$ cat src/rtl/alu_pkg.sv
// Shared definitions for the ALU handshake responder and its bench:
// operation codes, responder FSM states and the default operand width.
package alu_pkg;

   typedef enum bit [2:0] {
      no_op  = 3'b000,
      add_op = 3'b001,
      and_op = 3'b010,
      xor_op = 3'b011,
      mul_op = 3'b100,
      rst_op = 3'b111
   } operation_t;

   typedef enum logic [1:0] {
      ST_IDLE  = 2'd0,
      ST_EXEC  = 2'd1,
      ST_MUL   = 2'd2,
      ST_REARM = 2'd3
   } state_t;

   localparam int ALU_DATA_W = 8;

endpackage

$ cat src/rtl/alu_mul_pipe.sv
// Unsigned multiplier pipeline: operand stage p0 plus MUL_LAT-1 product
// stages; the valid chain is cleared asynchronously, the data path is not.
module alu_mul_pipe #(
   parameter int DATA_W  = alu_pkg::ALU_DATA_W,
   parameter int MUL_LAT = 3
) (
   input  logic                  clk,
   input  logic                  reset_n,
   input  logic                  i_launch,
   input  logic [DATA_W-1:0]     i_a,
   input  logic [DATA_W-1:0]     i_b,
   output logic                  o_vld,
   output logic [2*DATA_W-1:0]   o_prod
);

   logic [DATA_W-1:0]   r_a_p0;
   logic [DATA_W-1:0]   r_b_p0;
   logic [2*DATA_W-1:0] r_prod_p [1:MUL_LAT-1];
   logic [MUL_LAT-1:0]  r_vld_p;

   // bit k of r_vld_p marks stage k holding a live operation
   always_ff @(posedge clk or negedge reset_n) begin
      if (!reset_n) begin
         r_vld_p <= '0;
      end else begin
         r_vld_p <= {r_vld_p[MUL_LAT-2:0], i_launch};
      end
   end

   // stage p0 -> p1 multiplies; later stages only delay the product
   always_ff @(posedge clk) begin
      if (i_launch) begin
         r_a_p0 <= i_a;
         r_b_p0 <= i_b;
      end
      r_prod_p[1] <= {{DATA_W{1'b0}}, r_a_p0} * {{DATA_W{1'b0}}, r_b_p0};
      for (int k = 2; k < MUL_LAT; k++) begin
         r_prod_p[k] <= r_prod_p[k-1];
      end
   end

   assign o_vld  = r_vld_p[MUL_LAT-1];
   assign o_prod = r_prod_p[MUL_LAT-1];

endmodule

$ cat src/rtl/alu_op_responder.sv
// DUT-side engine of the A/B/op/start -> done/result handshake: one operation
// per start request, single-cycle logic/add path, pipelined multiply.
module alu_op_responder
   import alu_pkg::*;
#(
   parameter int DATA_W  = ALU_DATA_W,
   parameter int MUL_LAT = 3
) (
   input  logic                  clk,
   input  logic                  reset_n,
   input  logic [DATA_W-1:0]     A,
   input  logic [DATA_W-1:0]     B,
   input  logic [2:0]            op,
   input  logic                  start,
   output logic                  done,
   output logic [2*DATA_W-1:0]   result,
   output logic                  busy
);

   state_t              r_state, w_state_nxt;
   logic [DATA_W-1:0]   r_a, r_b;
   logic [2:0]          r_op;
   logic [2*DATA_W-1:0] r_result, w_result_nxt;
   logic                r_done, w_done_nxt;
   logic                r_busy, w_busy_nxt;
   logic                w_capture, w_launch;
   logic                w_mul_vld;
   logic [2*DATA_W-1:0] w_mul_prod;

   function automatic logic [2*DATA_W-1:0] alu_calc(input logic [DATA_W-1:0] a,
                                                     input logic [DATA_W-1:0] b,
                                                     input logic [2:0]        o);
      logic [DATA_W:0] sum;
      sum = {1'b0, a} + {1'b0, b};
      case (o)
         add_op:  alu_calc = {{(DATA_W-1){1'b0}}, sum};
         and_op:  alu_calc = {{DATA_W{1'b0}}, a & b};
         xor_op:  alu_calc = {{DATA_W{1'b0}}, a ^ b};
         default: alu_calc = '0;
      endcase
   endfunction

   alu_mul_pipe #(.DATA_W(DATA_W), .MUL_LAT(MUL_LAT)) u_mul (
      .clk      (clk),
      .reset_n  (reset_n),
      .i_launch (w_launch),
      .i_a      (A),
      .i_b      (B),
      .o_vld    (w_mul_vld),
      .o_prod   (w_mul_prod)
   );

   always_comb begin
      w_state_nxt  = r_state;
      w_result_nxt = r_result;
      w_done_nxt   = 1'b0;
      w_busy_nxt   = r_busy;
      w_capture    = 1'b0;
      w_launch     = 1'b0;
      case (r_state)
         ST_IDLE: begin
            // codes outside the four real operations are dropped silently
            if (start && (op == add_op || op == and_op || op == xor_op)) begin
               w_capture   = 1'b1;
               w_busy_nxt  = 1'b1;
               w_state_nxt = ST_EXEC;
            end else if (start && op == mul_op) begin
               w_capture   = 1'b1;
               w_launch    = 1'b1;
               w_busy_nxt  = 1'b1;
               w_state_nxt = ST_MUL;
            end
         end
         ST_EXEC: begin
            w_result_nxt = alu_calc(r_a, r_b, r_op);
            w_done_nxt   = 1'b1;
            w_busy_nxt   = 1'b0;
            w_state_nxt  = start ? ST_REARM : ST_IDLE;
         end
         ST_MUL: begin
            if (w_mul_vld) begin
               w_result_nxt = w_mul_prod;
               w_done_nxt   = 1'b1;
               w_busy_nxt   = 1'b0;
               w_state_nxt  = start ? ST_REARM : ST_IDLE;
            end
         end
         ST_REARM: begin
            if (!start) w_state_nxt = ST_IDLE;
         end
         default: w_state_nxt = ST_IDLE;
      endcase
   end

   always_ff @(posedge clk or negedge reset_n) begin
      if (!reset_n) begin
         r_state  <= ST_IDLE;
         r_result <= '0;
         r_done   <= 1'b0;
         r_busy   <= 1'b0;
      end else begin
         r_state  <= w_state_nxt;
         r_result <= w_result_nxt;
         r_done   <= w_done_nxt;
         r_busy   <= w_busy_nxt;
      end
   end

   // operand capture regs carry data only, so they need no reset
   always_ff @(posedge clk) begin
      if (w_capture) begin
         r_a  <= A;
         r_b  <= B;
         r_op <= op;
      end
   end

   assign done   = r_done;
   assign busy   = r_busy;
   assign result = r_result;

endmodule

$ cat config.mk
export PLATFORM = sky130hd
export DESIGN_NAME = alu_op_responder
export DESIGN_NICKNAME = d
export VERILOG_FILES = /design/src/rtl/alu_pkg.sv /design/src/rtl/alu_mul_pipe.sv /design/src/rtl/alu_op_responder.sv
export SDC_FILE = /design/constraint.sdc
export NUM_CORES = 1
export LEC_CHECK = 0
export BUFFER_PORTS_ARGS = -buffer_cell sky130_fd_sc_hd__buf_2
export CORE_MARGIN = 3
export CORE_UTILIZATION = 45
export CTS_CLUSTER_DIAMETER = 50
export DETAILED_ROUTE_END_ITERATION = 12
export GPL_TIMING_DRIVEN = 0
export PLACE_DENSITY_LB_ADDON = 0.25
export SLEW_MARGIN = 20
export SYNTH_ARGS = -nofsm -noshare
export SYNTH_HDL_FRONTEND = slang
export SYNTH_SLANG_ARGS = --single-unit
$ cat constraint.sdc
create_clock -name clk -period 5.5 [get_ports clk]
set_input_delay 0.825 -clock clk [delete_from_list [all_inputs] [get_ports clk]]
set_output_delay 0.825 -clock clk [all_outputs]
set_load 0.03 [all_outputs]
==> results of run 1 <==
## metal layers
metal / GRT usage, % / up-vias
met5: 0 / -
met2: 28.5 / 68
li1: - / 1782
met1: 22.3 / 1808
met4: 5.34 / 0
met3: 2.85 / 12
## power by group
group	internal (mW)	total, mW	leakage (nW)	switching, mW
combinational	0.306	0.790	1.75	0.484
clock	0.319	0.595	0.143	0.276
sequential	0.853	0.932	0.884	0.0788
## final cells by class
cell class | count | area, µm² | share of cell area [%]
Inverter | 54 | 203 | 3.31
Clock buffer | 9 | 225 | 3.67
Tap cell | 143 | 179 | 2.92
Sequential cell | 90 | 2270 | 37.0
Timing Repair Buffer | 39 | 195 | 3.18
Multi-Input combinational cell | 338 | 2960 | 48.4
Clock inverter | 7 | 70.1 | 1.14
Buffer | 6 | 25.0 | 0.408
## stage by stage
stage / power [mW] / utilization (%) / area (µm²)
CTS: 2.34 / 52.8 / 6130
global route: 2.47 / 52.8 / 6130
floorplan: 1.51 / - / 5460
global placement: 1.71 / 50.2 / 5830
detailed placement: 1.74 / 50.2 / 5830
finish: 2.32 / 52.8 / 6130
## worst reg2reg max path, stage by stage, from the launching register on
cell and delay (ps):
edfxtp_1 520, and2_1 240, fa_1 500, fa_1 520, fa_1 540, inv_1 50, fa_1 540, inv_1 50
ha_1 340, o21ai_1 90, a21oi_1 240, o21ai_4 120, mux2i_1 140, a2111oi_2 400
## flip-flops by register name, summed over array words and instances (netlist names)
register        flops
r_op                3
r_a                 8
done                1
r_state             2
u_mul.r_a_p0        8
busy                1
result             16
u_mul.r_b_p0        8
r_b                 8
u_mul.r_vld_p       3
u_mul.r_prod_p     32
## synth_stat cells (2+ instances only)
cell type	instances	area share (%)
nor3b_1	2	0.27
a31oi_1	4	0.46
nor4_1	2	0.23
a2bb2oi_1	2	0.32
o21ai_0	13	1.2
and2_1	52	6.0
dfrtp_1	23	11
dfxtp_1	32	12
edfxtp_1	35	19
mux2_2	10	2.1
xor2_1	4	0.64
inv_1	54	3.7
o22ai_1	2	0.23
buf_1	2	0.14
o31ai_1	2	0.27
buf_2	2	0.18
a221oi_1	3	0.48
nor3_1	7	0.64
ha_1	50	11
o21ai_1	6	0.55
o21bai_1	2	0.27
clkbuf_1	2	0.14
a22o_1	10	1.6
mux2i_1	4	0.73
a21o_1	3	0.41
fa_1	37	14
nand2b_1	2	0.23
a211oi_1	7	0.96
nor2_1	22	1.5
o21a_1	2	0.27
and3_1	2	0.23
nor2b_1	2	0.23
and4_1	3	0.48
nand2_1	38	2.6
xnor2_1	7	1.1
nand3_1	4	0.37
a21oi_1	16	1.5
or3_1	2	0.23
## final timing paths
path / startpoint / to
setup / recovery: u_mul.r_a_p0[1]$_DFFE_PP_ / u_mul.r_prod_p[1][15]$_DFF_P_
hold / removal: u_mul.r_prod_p[1][6]$_DFF_P_ / u_mul.r_prod_p[2][6]$_DFF_P_
setup reg to reg: u_mul.r_a_p0[1]$_DFFE_PP_ / u_mul.r_prod_p[1][15]$_DFF_P_
hold reg to reg: u_mul.r_prod_p[1][6]$_DFF_P_ / u_mul.r_prod_p[2][6]$_DFF_P_
max in group asynchronous: reset_n / result[4]$_DFFE_PN0P_
min in group asynchronous: reset_n / result[1]$_DFFE_PN0P_
## kinds of logic after synthesis
kind of cell	after synthesis	share of synthesized area, %
AO/OA/AOI/OAI	81	10.4
flip-flops	90	41.5
XOR/XNOR	11	1.76
adder cells (fa/ha/maj)	87	25.0
multiplexers	15	3.00
AND/OR/NAND/NOR	144	14.1
buffers and inverters	60	4.17
==> results by group, run 1 <==
Die
  – CORE AREA: 11,600 µm²
  – Initial core utilization: 47.0%
  – Die width: 116 µm
  – Die Y-Extent: 116 µm
  – Ports: 40
  – Die ar.: 13,500 µm²
  – Number of core rows: 39

STA
  – Unrepaired setup endpoints after global routing: false
  – Tmin final: 4410 ps
  – Hold_ws: 325 ps
  – Period utilization: 80.2%
  – Setup Skew: 10.7 ps
  – Max Slew Vio Count: 0
  – Final number of setup-violating endpoints: 0
  – Final worst slack: 1090 ps
  – Least-Margin Pin Slew: 904 ps
  – Slew headroom: 39.7%
  – Fmax: 227 MHz
  – Hold Vio Cnt, Final: 0
  – Setup tns final: 0 ps

Drt
  – Highest routed layer: met4
  – Drt drc: 0
  – Total Wirelength: 10,800 µm
  – DR pass1 iterations: 7
  – Routed wl met2: 5520 µm
  – Met3 WL: 374 µm
  – Antenna-violating nets left: 0
  – Initial DRC Count: 155
  – Via count: 3,670
  – Vias per cell: 5.35
  – WL/cell: 15.7 µm
  – Met1 Wirelength: 4740 µm

Setup path
  – Setup crit end kind: flip-flop
  – Critical Path Start Type: flip-flop
  – Crit path buf inv count: 2
  – R2r setup slk: 1090 ps
  – Max stage delay on crit path: 540 ps
  – CP required: 5720 ps
  – WS Path Type: flip-flop to flip-flop
  – R2R cell count: 13
  – Crit-path leading delay family: adder cells
  – Critical-path maximum fanout: 8
  – CP max-delay cell: fa_1
  – Worst EP arrival: 4630 ps
  – CP most frequent cell: fa_1
  – Crit-path cells: and2_1 -> fa_1 -> fa_1 -> fa_1 -> inv_1 -> fa_1 -> inv_1 -> ha_1 -> o21ai_1 -> a21oi_1 -> o21ai_4 -> mux2i_1 -> a2111oi_2
  – Number of cells on the critical path: 13

Global routing
  – GRT Total Usage: 16.8%
  – First-pass GRT wire length: 17,700 µm
  – Initial antenna violation count: 0
  – Vias in the first global route: 3,666
  – Total gr overflow: 0
  – Largest net degree at the start of global routing: 24

Min path
  – Worst hold path cell count: 0
  – Worst hold-check path type: flip-flop to flip-flop

Clock tree
  – CTS buffer count: 9
  – Clock-pin slew on the worst setup and hold paths: 70 ps
  – Htree depth: 3
  – Post-CTS Resized: 0
  – CTS tree: built
  – Worst skew pair latency: 340 ps
  – Clk buf depth: 2
  – Setup repair bufs after CTS: 0
  – CTS Root Buffer Type: clkbuf_16
  – Cts hold-fix bufs: 0
  – Clk sinks: 90

Place
  – HPWL after detailed placement: 8480 µm
  – Number of port buffers: 39
  – RePlAce Congestion: 0.834
  – Placed Cells incl. Taps: 670
  – Dpl ws: 1090 ps

Yosys
  – Yosys warnings: 0
  – Sequential fraction of the synthesis area: 41.5%
  – Syn Area/Cell: 11.2 µm²
  – Mapped cell area: 5460 µm²
  – Syn Inst Count: 488
  – Number of synthesized flops with an enable pin: 35
  – Synth Net Count: 597
  – Dominant synthesized flop cell: edfxtp_1
  – Post-synth ARST share: 25.6%
  – Number of synthesized register bits: 90
  – Synth cell types: 54

Pwr
  – Cell Pwr Density: 378 nW/µm²
  – Maximum VDD drop: 0.000156 V
  – P_leak: 2.78 nW

Job
  – MaxCap Viol Count: 0

Finish
  – Most frequent cells in the layout: inv_1, and2_1, ha_1, buf_2, nand2_1
  – Layout Cells excl Fill: 686
  – Fill count: 1,038
  – Share of layout cells above drive strength 1: 13.4%
  – Most common cell after layout, fill and taps aside: inv_1
  – Ant. Diodes: 0
  – Final net count: 647
  – Syn-to-layout area delta: 12.3%

Outcome
  – Outcome: finished, final reports clean
No activity file was read; power rests on OpenSTA's default activity.
==> run 2, diff against run 1 <==
clock period = 3.6 ns   (was 5.5 ns; I/O delays follow)
==> results by group, run 2 (synthesis results as in run 1) <==
Outcome
  – Outcome: finished with violations
  – Failing checks: negative setup slack

Global routing
  – Largest net degree at the start of global routing: 24
  – Vias in the first global route: 3,905
  – GRT Total Usage: 18.8%
  – Total gr overflow: 0
  – First-pass GRT wire length: 19,500 µm
  – Initial antenna violation count: 0

Clock tree
  – CTS tree: built
  – Worst skew pair latency: 340 ps
  – Clk sinks: 90
  – Htree depth: 3
  – Clk buf depth: 2
  – Clock-pin slew on the worst setup and hold paths: 70 ps
  – CTS Root Buffer Type: clkbuf_16
  – CTS buffer count: 9

Drt
  – Via count: 3,799
  – DR pass1 iterations: 4
  – Antenna-violating nets left: 0
  – WL/cell: 16.9 µm
  – Vias per cell: 5.35
  – Drt drc: 0
  – Initial DRC Count: 181
  – Total Wirelength: 12,000 µm

Finish
  – Largest Register: u_mul.r_prod_p
  – Ant. Diodes: 0
  – Syn-to-layout area delta: 20.8%
  – Fill count: 958
  – Most common cell after layout, fill and taps aside: inv_1
  – Finished Core Util: 56.8%
  – Share of layout cells above drive strength 1: 26.5%
  – Max FFs per register: 32
  – Multi-input gate area: 3220 µm²
  – Final net count: 671
  – Most frequent cells in the layout: inv_1, buf_2, ha_1, and2_1, edfxtp_1
  – Reg area: 2270 µm²

STA
  – Final worst slack: -402 ps
  – Max Slew Vio Count: 0
  – Setup Skew: 8.39 ps
  – Period utilization: 111%
  – Tmin final: 4000 ps
  – Final number of setup-violating endpoints: 8
  – Slew headroom: 38.1%
  – Unrepaired setup endpoints after global routing: true
  – Hold Vio Cnt, Final: 0
  – Least-Margin Pin Slew: 928 ps
  – Fmax: 250 MHz

Pwr
  – Maximum VDD drop: 0.000306 V
  – Cell Pwr Density: 572 nW/µm²
  – P_leak: 2.95 nW
  – Overall power: 3.77 mW

Setup path
  – Worst EP arrival: 4250 ps
  – R2R cell count: 13
  – Critical R2R Launch: u_mul.r_b_p0[4]$_DFFE_PP_
  – Worst R2R End: u_mul.r_prod_p[1][15]$_DFF_P_
  – CP required: 3850 ps
  – End of the critical path: u_mul.r_prod_p[1][15]$_DFF_P_
  – R2r setup slk: -400 ps
  – Critical Path Start Type: flip-flop
  – WS Path Type: flip-flop to flip-flop
  – Setup crit end kind: flip-flop
  – Critical path origin: u_mul.r_b_p0[4]$_DFFE_PP_
  – Critical-path maximum fanout: 7

Die
  – Ports: 40
  – Initial core utilization: 47.0%
  – Die width: 116 µm
  – Number of core rows: 39
  – Die ar.: 13,500 µm²
  – Die Y-Extent: 116 µm
  – CORE AREA: 11,600 µm²

Place
  – RePlAce Congestion: 0.854
  – Number of port buffers: 39
  – HPWL after detailed placement: 8810 µm
  – Dpl ws: -425 ps

Min path
  – Worst hold-check path type: input port to asynchronous set/reset pin

Job
  – MaxCap Viol Count: 0
-- run 2: changes by cell type in the layout (fill, tap and decap cells not counted), moves of 6 or more --
| cell | previous run | this run |
|---|---|---|
| inv_1 | 54 | 48 |
| buf_4 | 0 | 22 |
| inv_2 | 0 | 6 |
| and2_1 | 52 | 40 |
| and2_4 | 0 | 12 |
| ha_1 | 50 | 41 |
| ha_4 | 0 | 6 |
-- run 2: what timing repair did --
action | 4_1_cts | 5_1_grt
setup buffers | 16 | 9
hold buffers | 0 | 0
resized for setup | 16 | 23
setup endpoints to repair | 8 | 9
cloned | 0 | 0
pin swaps | 11 | 14
-- run 2: worst min path at each step --
stage                                              end  slack [ps]  cells past startpoint
after floorplan                       busy$_DFFE_PN0P_         240                      0
after global placement    u_mul.r_prod_p[2][6]$_DFF_P_         310                      0
after detailed placement  u_mul.r_prod_p[2][9]$_DFF_P_         310                      0
after CTS                        result[2]$_DFFE_PN0P_         190                      1
after global routing            result[11]$_DFFE_PN0P_         210                      1
final                           result[11]$_DFFE_PN0P_         180                      1
-- run 2: critical path: stages (launching register included) --
cell	delay, ps
edfxtp_1	530
and2_4	240
fa_2	380
fa_1	470
fa_1	580
inv_2	50
fa_1	490
inv_2	50
ha_4	270
o21a_1	140
o31a_4	170
o21ai_4	70
mux2i_2	170
a2111oi_4	290
-- run 2: routing by layer --
metal  track usage, %  part of all wire [%]  up-vias
met5                0                     0        -
met4             6.50                   2.2        0
met3             3.83                   3.0       22
met2             32.8                    52       60
met1             23.3                    42     1888
li1                 -                     -     1829
-- run 2: metrics by stage --
stage	hold slack, ps	cells	TNS, ps	area (µm²)
3_5_place_dp	313	670	-2000	5940
6_report	177	710	-2110	6590
4_1_cts	189	701	-2060	6420
5_1_grt	209	710	-3060	6590
3_3_place_gp	313	670	-1860	5940
2_1_floorplan	244	488	-84.2	5560
-- run 2: cell type report --
cell class	instances	area share, %
Clock buffer	11	4.00
Multi-Input combinational cell	338	48.9
Timing Repair Buffer	64	5.98
Clock inverter	5	0.626
Inverter	54	3.07
Sequential cell	90	34.4
Tap cell	143	2.71
Buffer	5	0.323
-- run 2: power breakdown --
part | switching, mW | internal [mW] | total [mW] | leakage (nW)
Combinational | 0.812 | 0.586 | 1.40 | 1.91
Clock | 0.410 | 0.537 | 0.947 | 0.150
Sequential | 0.123 | 1.30 | 1.43 | 0.884
Total | 1.34 | 2.43 | 3.77 | 2.95
